--- src/rtl/fetch_arbiter.sv ---
// fetch_arbiter: shares one cache-to-memory fetch channel among N_REQ requesters
// (0 = read controller, 1 = write controller) with round-robin arbitration and
// a single fetch outstanding at a time.
//
// Ports:
//   clk, rst_n          clock; rst_n is a synchronous ACTIVE-HIGH reset (1 = reset)
//   req_fetch_req       per-requester request
//   req_fetch_cmd/tag/addr  per-requester payload, requester i in slice i
//   req_fetch_gnt       grant routed to the owner (combinational from m_fetch_gnt)
//   req_fetch_done      done routed to the owner (combinational from m_fetch_done)
//   m_fetch_req         memory-side request, high while in REQ
//   m_fetch_cmd/tag/addr/src  latched payload and owner id
//   m_fetch_gnt/done    memory accept / completion
//   busy                registered state != IDLE
//   timeout_err         sticky watchdog flag, cleared only by reset
module fetch_arbiter #(
  parameter int unsigned N_REQ      = 2,
  parameter int unsigned ADDR_WIDTH = 32,
  parameter int unsigned LIST_DEPTH = 4,
  parameter int unsigned TIMEOUT    = 1024,
  localparam int unsigned TAG_W     = $clog2(LIST_DEPTH),
  localparam int unsigned SRC_W     = (N_REQ > 1) ? $clog2(N_REQ) : 1
) (
  input  logic                        clk,
  input  logic                        rst_n,
  input  logic [N_REQ-1:0]            req_fetch_req,
  input  logic [2*N_REQ-1:0]          req_fetch_cmd,
  input  logic [TAG_W*N_REQ-1:0]      req_fetch_tag,
  input  logic [ADDR_WIDTH*N_REQ-1:0] req_fetch_addr,
  output logic [N_REQ-1:0]            req_fetch_gnt,
  output logic [N_REQ-1:0]            req_fetch_done,
  output logic                        m_fetch_req,
  output logic [1:0]                  m_fetch_cmd,
  output logic [TAG_W-1:0]            m_fetch_tag,
  output logic [ADDR_WIDTH-1:0]       m_fetch_addr,
  output logic [SRC_W-1:0]            m_fetch_src,
  input  logic                        m_fetch_gnt,
  input  logic                        m_fetch_done,
  output logic                        busy,
  output logic                        timeout_err
);

  localparam int unsigned CNT_W = (TIMEOUT > 0) ? $clog2(TIMEOUT + 1) : 1;

  typedef enum logic [1:0] {IDLE, REQ, BUSY} state_t;

  state_t                  state;
  logic [SRC_W-1:0]        rr_ptr;
  logic [SRC_W-1:0]        owner;
  logic [CNT_W-1:0]        wd_cnt;
  logic [SRC_W-1:0]        next_ptr;

  logic                    pick_valid;
  logic [SRC_W-1:0]        pick_idx;
  logic [1:0]              pick_cmd;
  logic [TAG_W-1:0]        pick_tag;
  logic [ADDR_WIDTH-1:0]   pick_addr;

  assign m_fetch_src = owner;
  assign next_ptr    = SRC_W'((32'(owner) + 32'd1) % N_REQ);

  // Round-robin pick: first requester at distance d from rr_ptr, wrapping.
  always_comb begin
    pick_valid = 1'b0;
    pick_idx   = '0;
    pick_cmd   = '0;
    pick_tag   = '0;
    pick_addr  = '0;
    for (int unsigned d = 0; d < N_REQ; d++) begin
      for (int unsigned i = 0; i < N_REQ; i++) begin
        if (!pick_valid && req_fetch_req[i] &&
            ((32'(rr_ptr) + d) % N_REQ) == i) begin
          pick_valid = 1'b1;
          pick_idx   = SRC_W'(i);
          pick_cmd   = req_fetch_cmd[2*i +: 2];
          pick_tag   = req_fetch_tag[TAG_W*i +: TAG_W];
          pick_addr  = req_fetch_addr[ADDR_WIDTH*i +: ADDR_WIDTH];
        end
      end
    end
  end

  // Route memory gnt/done to the owner; events outside their valid state are dropped.
  always_comb begin
    req_fetch_gnt  = '0;
    req_fetch_done = '0;
    for (int unsigned i = 0; i < N_REQ; i++) begin
      if (SRC_W'(i) == owner) begin
        req_fetch_gnt[i]  = (state == REQ) && m_fetch_gnt;
        req_fetch_done[i] = ((state == REQ) && m_fetch_gnt && m_fetch_done) ||
                            ((state == BUSY) && m_fetch_done);
      end
    end
  end

  // Control FSM with registered payload, flags and watchdog.
  always_ff @(posedge clk) begin
    if (rst_n) begin
      state        <= IDLE;
      rr_ptr       <= '0;
      owner        <= '0;
      m_fetch_req  <= 1'b0;
      m_fetch_cmd  <= '0;
      m_fetch_tag  <= '0;
      m_fetch_addr <= '0;
      busy         <= 1'b0;
      wd_cnt       <= '0;
      timeout_err  <= 1'b0;
    end else begin
      case (state)
        IDLE: begin
          if (pick_valid) begin
            state        <= REQ;
            owner        <= pick_idx;
            m_fetch_cmd  <= pick_cmd;
            m_fetch_tag  <= pick_tag;
            m_fetch_addr <= pick_addr;
            m_fetch_req  <= 1'b1;
            busy         <= 1'b1;
          end
        end
        REQ: begin
          if (m_fetch_gnt) begin
            m_fetch_req <= 1'b0;
            if (m_fetch_done) begin
              state  <= IDLE;
              busy   <= 1'b0;
              rr_ptr <= next_ptr;
            end else begin
              state  <= BUSY;
              wd_cnt <= '0;
            end
          end
        end
        BUSY: begin
          // Saturating watchdog; the FSM keeps waiting for done after it fires.
          if (TIMEOUT != 0) begin
            if (32'(wd_cnt) < TIMEOUT) begin
              wd_cnt <= wd_cnt + CNT_W'(1);
            end
            if (32'(wd_cnt) + 32'd1 == TIMEOUT) begin
              timeout_err <= 1'b1;
            end
          end
          if (m_fetch_done) begin
            state  <= IDLE;
            busy   <= 1'b0;
            rr_ptr <= next_ptr;
          end
        end
        default: begin
          state       <= IDLE;
          m_fetch_req <= 1'b0;
          busy        <= 1'b0;
        end
      endcase
    end
  end

endmodule

--- config.mk ---
export PLATFORM = sky130hd
export DESIGN_NAME = fetch_arbiter
export DESIGN_NICKNAME = d
export VERILOG_FILES = /design/src/rtl/fetch_arbiter.sv
export SDC_FILE = /design/constraint.sdc
export NUM_CORES = 1
export LEC_CHECK = 0
export ABC_AREA = 1
export ABC_CLOCK_PERIOD_IN_PS = 1700
export CORE_MARGIN = 1.5
export CORE_UTILIZATION = 44
export CTS_CLUSTER_SIZE = 14
export DETAILED_ROUTE_END_ITERATION = 10
export GPL_TIMING_DRIVEN = 0
export PLACE_DENSITY = 0.82
export REMOVE_ABC_BUFFERS = 1
export SLEW_MARGIN = 20
export SYNTH_ARGS = -nofsm -noshare
export SYNTH_HDL_FRONTEND = slang
export SYNTH_SLANG_ARGS = --single-unit
--- constraint.sdc ---
create_clock -name clk -period 1.7 [get_ports clk]
set_input_delay 0.17 -clock clk [delete_from_list [all_inputs] [get_ports clk]]
set_output_delay 0.17 -clock clk [all_outputs]
set_load 0.02 [all_outputs]
[Word-level counts from Yosys, hierarchy flattened]
Index checks and enable logic that the tools add are counted.
Storage, ports and cells
  register bits: 54
  word-level logic and storage cells: 90
  input port bits: 78
  output and inout bits: 44
Cells by class
  reduce and logical (&&, ||, !) cells: 25
  eq/ne operators: 8
  add/subtract/negate cells: 4
  order comparisons: 1
  bitwise gates (word level): 1
  mux-type cells: 41
Operator list (count)
  2-to-1 mux 32 bit: 4
  zero test 32 bit: 2
  2-to-1 mux 11 bit: 3
  2-to-1 mux 2 bit: 12
  one-hot mux 11 bit (2 select lines): 1
  2-to-1 mux 1 bit: 17
  adder 11 x 1 -> 12 bit, second input constant: 1
  equality test 12 x 11 -> 1 bit, second input constant: 1
  adder 11 x 1 -> 11 bit, second input constant: 1
  less-than comparator 11 bit, second input constant: 1
  logical AND 1 bit: 10
  inequality test 2 bit, second input constant: 4
  AND reduction 2 bit: 4
  one-hot mux 1 bit (3 select lines): 2
  one-hot mux 2 bit (3 select lines): 1
  AND reduction 3 bit: 2
  AND reduction 4 bit: 1
  zero test 1 bit: 3
  adder 1 bit, second input constant: 2
  equality test 2 x 1 -> 1 bit, second input constant: 1
  equality test 2 bit, second input constant: 1
  zero test 2 bit: 1
  inequality test 2 x 1 -> 1 bit, second input constant: 1
  one-hot mux 1 bit (2 select lines): 1
  other kinds (3): 3

[Depth between registers and ports, before layout]
Gate-level depths: netlist of the first run.
  depth in word-level cells: 17
  depth in mapped cells: 10
  depth with buffers taken out: 10

[Least setup slack after synthesis of the first run]
No wires, ideal clock.
  path kind: register -> register
  from: register state[1]
  to: register wd_cnt[2]
  required time: 1.630 ns
  setup slack: 0.270 ns
  path buffers: 1
  stages on the path, launching flop included: 10
  library setup time: 0.070 ns
  arrival time: 1.360 ns
  clock period less this slack: 1.430 ns
  path through: dfxtp_1 -> inv_1 -> ha_1 -> inv_1 -> or2_1 -> o2111ai_2 -> nor2_1 -> buf_4 -> nand3_1 -> a21oi_1
Between the ends
  word-level cells in the longest chain between the ends: 3
  elaborated cells between the ends (all ways): 8
  classes of those cells: eq/ne: 5; mux: 1; reduce/logical: 2
Ends and longest elaborated chain
  start, declared: line 47  | state_t state;
  start signal, assigned: line 99  | state <= IDLE;
  start signal, assigned: line 113  | state <= REQ;
  start signal, assigned: line 126  | state <= IDLE;
  equality test 2 bit or equality test 2 x 1 -> 1 bit (tied branches): line 110  | case (state)
  inequality test 2 x 1 -> 1 bit (no line), or another cell as far along
  AND reduction 4 bit (no line)
  end signal, assigned: line 139  | wd_cnt <= wd_cnt + CNT_W'(1);
  end, declared: line 50  | logic [CNT_W-1:0] wd_cnt;
Several ways; a longest one is shown, not always the timed one.
A chain may end at the register's enable or synchronous reset.

[Worst setup path in the final report of the first run]
  from: register state[0]
  to: output port req_fetch_done[1]
Between the ends
  word-level cells in the longest chain between the ends: 5
  elaborated cells between the ends (all ways): 7
  classes of those cells: eq/ne: 2; mux: 1; reduce/logical: 4
Ends and longest elaborated chain
  equality test 2 x 1 -> 1 bit: line 90  | req_fetch_done[i] = ((state == REQ) && m_fetch_gnt && m_fetch_done) ||
  logical AND 1 bit (2 in series): line 90
  logical OR 1 bit *: line 90
  2-to-1 mux 1 bit *: line 88  | if (SRC_W'(i) == owner) begin
  end, declared: line 31  | output logic [N_REQ-1:0] req_fetch_done,
Every way passes the cells marked *; elsewhere a longest branch is shown, timed or not.

==> results.cfg, run 1 <==
[synthesis]
synth_mux_area_share_pct = 0
synth_top_family_by_area = simple AND/OR/NAND/NOR gates
synthDistinctLibCells = 26
syn_inst = 447
ys_seq_elements = 54
synth-compound-area-share_pct = 18.1
synthXorXnorAreaFrac_pct = 0.578
synthAdderAreaFrac_pct = 2.07
synth_seq_area_share_pct = 35.7
avgSynthCellArea_um2 = 6.78
synth_area_um2 = 3030
yosysWarnings = 0
synth_simple_gate_area_share_pct = 22.8

[detailed_routing]
wl_mm = 8.72
drtIter0Drc = 166
drtPass1Iterations = 4
vias = 3137
postRouteAntennaNets = 0
vias_per_cell = 4.82
routedWlPerCell_um = 13.4
route.detailed.drc = 0

[worst_setup_path]
worstPathMaxFanout = 5
end_kind = primary output
critPathBufInv = 3
reg2reg_slack_ns = 0.10
cp.required_ns = 1.53
setup.worst_path.start_class = flip-flop
cp_common_cell = nand2_1
crit_path_max_incr_delay_ns = 0.34
cp_slowest_cell = dfxtp_1
critPathTopFamily = buffers and inverters
path_class = flip-flop to primary output
worstPathArrival_ns = 1.45
cp_cell_sequence = inv_1 > ha_4 > inv_2 > nand2_1 > nand2_1 > nor2_1 > buf_2

[pwr]
pwr_density_cell_nw_per_um2 = 823
design_power_total_uw = 3740
leakage_uw = 0.00222
ir_worst_vdd_uv = 468

[status]
outcome = completed

[layout]
drive_above_1_share_pct = 9.63
diodes = 0
final_core_util_pct = 67.7
nets = 653
fillers = 562
area_growth_pct = 50.1

[sta]
fmax_mhz = 618
hold_viol = 0
layout_min_cycle_time_ns = 1.62
relSlewSlack_pct = 54.1
tns_ns = 0
fin_worst_skew_ns = 0.00995
max_slew.worst_pin.slew_ns = 0.686
setup_violations = 0
slew_violations = 0
fin_crit_sh_pct = 95.2

[die]
die_w_um = 86.0
row_count = 30
start_util_pct = 45.1
fp.dieArea_um2 = 7390
io-pin-count = 122
core_um2 = 6720
die_h_um = 86.0

[clocking]
htreeDepth = 2
cts-root-buf = clkbuf_8
cts.path.max_buffers = 2
path_clk_slew_ns = 0.09
cts_tree = yes
numCtsBuffers = 5
clkLatencyLatePin_ns = 0.31
cts.hold.buffers_added = 0
cts_sinks = 54

[placed_design]
gp_congestion = 0.873
io_buffers = 121
dpl.hpwl_mm = 5.56

[global_routing]
antenna_found_initial = 0
track_usage_pct = 23.9
gr-total-overflow = 0
grt_max_degree = 40
grt_pass1_wl_mm = 14.1
grt_pass1_vias = 3033

[run]
maxCapViolCount = 0

[worst_hold_path]
hold_class = flip-flop to flip-flop
-- layout by cell type, fill, tap and decap left out, types with 2 or more instances in the layout --
cell type | Yosys | routed
nor2_2 | 1 | 2
o21ai_0 | 4 | 4
a21oi_1 | 18 | 18
ha_2 | 0 | 2
o221ai_2 | 9 | 9
nor2_1 | 16 | 14
nand4_1 | 3 | 3
o211ai_4 | 2 | 4
buf_4 | 3 | 8
clkbuf_8 | 0 | 5
dfxtp_1 | 54 | 51
nor2_4 | 2 | 3
inv_1 | 136 | 133
nand3_1 | 16 | 16
inv_2 | 1 | 2
clkbuf_2 | 0 | 2
dfxtp_2 | 0 | 3
clkdlybuf4s50_1 | 0 | 117
ha_4 | 0 | 2
nand2_1 | 128 | 128
o221ai_1 | 27 | 27
buf_12 | 0 | 3
-- area by class of cell --
| class | instances | area [um^2] | share of cell area [%] |
|---|---|---|---|
| inverter | 137 | 522 | 11.5 |
| tap | 80 | 100 | 2.20 |
| sequential | 54 | 1080 | 23.9 |
| clock buffer | 6 | 72.6 | 1.60 |
| multi-input combinational | 240 | 1410 | 31.1 |
| timing repair buffer | 132 | 1320 | 29.0 |
| clock inverter | 2 | 37.5 | 0.825 |
-- worst paths after layout --
path          startpoint  cells past startpoint                end
min          timeout_err                      2        timeout_err
max             state[0]                      7  req_fetch_done[1]
max reg2reg     state[0]                      8   m_fetch_addr[18]
min reg2reg  timeout_err                      2        timeout_err
-- through the flow --
stage	instance area [um^2]	instances	setup slack (ns)	hold slack, ns
floorplan	2910	429	-0.0803	0.239
global placement	4220	630	-0.748	0.436
detailed placement	4220	630	-0.636	0.445
CTS	4520	651	0.0130	0.460
global route	4550	651	-0.0357	0.486
finish	4550	651	0.0822	0.453
-- tightest hold or removal path: stages (launching register included) --
cell and delay, ns:
dfxtp_1 0.32, inv_1 0.04, a21oi_1 0.05
-- flip-flops by register name (all words and copies together) (netlist names) --
register and flops:
busy 1, state 2, rr_ptr 1, m_fetch_tag 2, m_fetch_addr 32, m_fetch_cmd 2, timeout_err 1, wd_cnt 11
m_fetch_src 1, m_fetch_req 1
-- Yosys cell counts --
cell type	count	area share, %
buf_6	4	1.5
o2111ai_2	1	0.50
nor2_2	1	0.21
clkbuf_1	5	0.62
a21oi_1	18	3.0
inv_1	136	17
o221ai_1	27	7.8
nand3_1	16	2.6
ha_1	5	2.1
nand4_1	3	0.62
nand2_2	1	0.21
nor2_1	16	2.0
buf_4	3	0.74
o21ai_0	4	0.66
dfxtp_1	54	36
nand3_2	1	0.33
o21a_1	1	0.25
xnor2_1	1	0.29
nand2_1	128	16
or2_1	1	0.21
buf_2	6	0.99
xor2_1	1	0.29
nor2_4	2	0.74
o211ai_4	2	1.4
o221ai_2	9	4.5
inv_2	1	0.12
-- routing by layer --
layer	vias up	wire [um]	GRT usage [%]
li1	1614	-	-
met1	1396	3890	30.2
met2	119	4140	42.7
met3	8	614	4.04
met4	0	79	4.99
met5	-	0	0
-- power breakdown --
part | switching [uW] | internal (uW)
Sequential | 76.2 | 1400
Combinational | 728 | 677
Clock | 426 | 440
Total | 1230 | 2510
-- timing repair --
item | in CTS | in global routing
gates resized for setup | 21 | 16
cloned | 2 | 0
hold endpoints to repair | 0 | 0
setup buffers | 11 | 0
pin swaps | 6 | 0
setup endpoints to repair | 53 | 48
-- cell families after synthesis --
family	Yosys count
simple gates	169
buf+inv	155
compound gates	62
flops	54
fa+ha+maj	5
xor+xnor	2
No activity file was read; power rests on OpenSTA's default activity.
==> run 2: changes to the inputs <==
--- a/config.mk
+++ b/config.mk
@@ -13,8 +13,8 @@
 export DETAILED_ROUTE_END_ITERATION = 10
 export GPL_TIMING_DRIVEN = 0
 export PLACE_DENSITY = 0.82
+export RECOVER_POWER = 25
 export REMOVE_ABC_BUFFERS = 1
-export SLEW_MARGIN = 20
 export SYNTH_ARGS = -nofsm -noshare
 export SYNTH_HDL_FRONTEND = slang
 export SYNTH_SLANG_ARGS = --single-unit
==> run 2 against run 1 <==
  * Final cell count increased by 0.46%
  * Non-clock buffer count increased by 1
  * Register-to-register slack about the same
  * Global-route usage increased by 0.85 points
  * Clock power increased by 0.6%
  * Maximum frequency decreased by 0.29%
  * Largest cell class unchanged
==> results.cfg, run 2 (synthesis results as in run 1) <==
[status]
outcome = completed

[placed_design]
dp_cells = 630
io_buffers = 121
dpl.hpwl_mm = 5.56
gp_congestion = 0.873
dpl_cell_area_um2 = 4220

[layout]
top_register = m_fetch_addr
layout.cells.non_filler = 654
diodes = 0
reg_top3 = m_fetch_addr x32, wd_cnt x11
area_growth_pct = 50.9
drive_above_1_share_pct = 10.1
nets = 656
final_common_cell = inv_1
largest_register_ffs = 32
final_core_util_pct = 68.0
final_cell_mix = 133 x inv_1, 128 x nand2_1, 93 x clkdlybuf4s50_1
design_area_um2 = 4570

[clocking]
cts.path.max_buffers = 2
path_clk_slew_ns = 0.10
cts-root-buf = clkbuf_8
htreeDepth = 2
numCtsBuffers = 5
cts_tree = yes
clkLatencyLatePin_ns = 0.31
cts_sinks = 54

[sta]
setup_violations = 0
fin_worst_skew_ns = 0.00916
hold_slack_ns = 0.450
fmax_mhz = 616
fin_crit_sh_pct = 95.4
relSlewSlack_pct = 41.3
slew_violations = 0
layout_min_cycle_time_ns = 1.62
max_slew.worst_pin.slew_ns = 0.881
hold_viol = 0

[detailed_routing]
drtPass1Iterations = 4
routedWlPerCell_um = 13.8
postRouteAntennaNets = 0
wl_mm = 9.04
vias_per_cell = 4.83
drtIter0Drc = 172
route.detailed.drc = 0
vias = 3161

[run]
maxCapViolCount = 0

[worst_setup_path]
worstPathArrival_ns = 1.45
cp_common_cell = nand2_1
cp.required_ns = 1.53
setup.worst_path.start_class = flip-flop
end_kind = primary output
cp_slowest_cell = dfxtp_1
worstPathMaxFanout = 5
crit_path_max_incr_delay_ns = 0.34
path_class = flip-flop to primary output
cp_cell_sequence = inv_1 > ha_4 > inv_2 > nand2_1 > nand2_1 > nor2_1 > buf_2

[pwr]
pwr_density_cell_nw_per_um2 = 816
ir_worst_vdd_uv = 467
leakage_uw = 0.00228

[global_routing]
grt_pass1_vias = 3080
gr-total-overflow = 0
antenna_found_initial = 0
grt_pass1_wl_mm = 14.4
track_usage_pct = 24.7
grt_max_degree = 38

[die]
row_count = 30
core_um2 = 6720
start_util_pct = 45.1
die_w_um = 86.0
io-pin-count = 122
die_h_um = 86.0
fp.dieArea_um2 = 7390

[worst_hold_path]
hold_class = flip-flop to flip-flop
[run 2: critical path: cells and delay by family, from the launching register on]
family | cells | cell delay [ns]
adders and majority gates | 1 | 0.19
buffers and inverters | 3 | 0.41
DFF | 1 | 0.34
and+or+nand+nor | 3 | 0.22
[run 2: cell type report]
class,count,area [um^2]
clock buffer,6,72.6
clock inverter,2,37.5
fill,563,2150
inverter,137,523
multi-input combinational,240,1410
sequential,54,1080
tap,80,100
timing repair buffer,133,1320
timing repair inverter,2,15.0
[run 2: per-layer routing]
metal,global-route usage [%],part of all wire (%)
met1,30.6,43
met2,44.2,48
met5,0,0
met3,4.43,7.7
met4,6.16,1.0
[run 2: report_power, final]
| group | leakage (uW) | switching, uW | internal, uW |
|---|---|---|---|
| logic | 0.00179 | 737 | 654 |
| registers | 0.000444 | 73.4 | 1400 |
| clock network | 0.0000514 | 431 | 440 |
| total | 0.00228 | 1240 | 2490 |
[run 2: final timing paths]
path / cells after the start / slack (ns) / start / endpoint
worst min-delay path: 2 / 0.45 / timeout_err / timeout_err
worst min register to register: 2 / 0.45 / timeout_err / timeout_err
worst max-delay path: 7 / 0.08 / state[0] / req_fetch_done[1]
worst max register to register: 8 / 0.09 / state[0] / m_fetch_addr[23]
[run 2: repair_timing]
action | 4_1_cts | 5_1_grt
hold buffers | 0 | 0
resized for setup | 24 | 16
pin swaps | 5 | 0
setup buffers | 11 | 1
gates cloned | 4 | 0
endpoints found under the setup margin | 54 | 45
[run 2: through the flow]
| stage | setup slack, ns | TNS (ns) | total power, uW |
|---|---|---|---|
| after floorplan | -0.0803 | -0.575 | 2150 |
| after global placement | -0.748 | -27.13 | 2690 |
| after detailed placement | -0.785 | -28.98 | 2730 |
| after CTS | 0.00613 | 0 | 3740 |
| after global routing | -0.0383 | -0.0801 | 3930 |
| final | 0.0775 | 0 | 3730 |
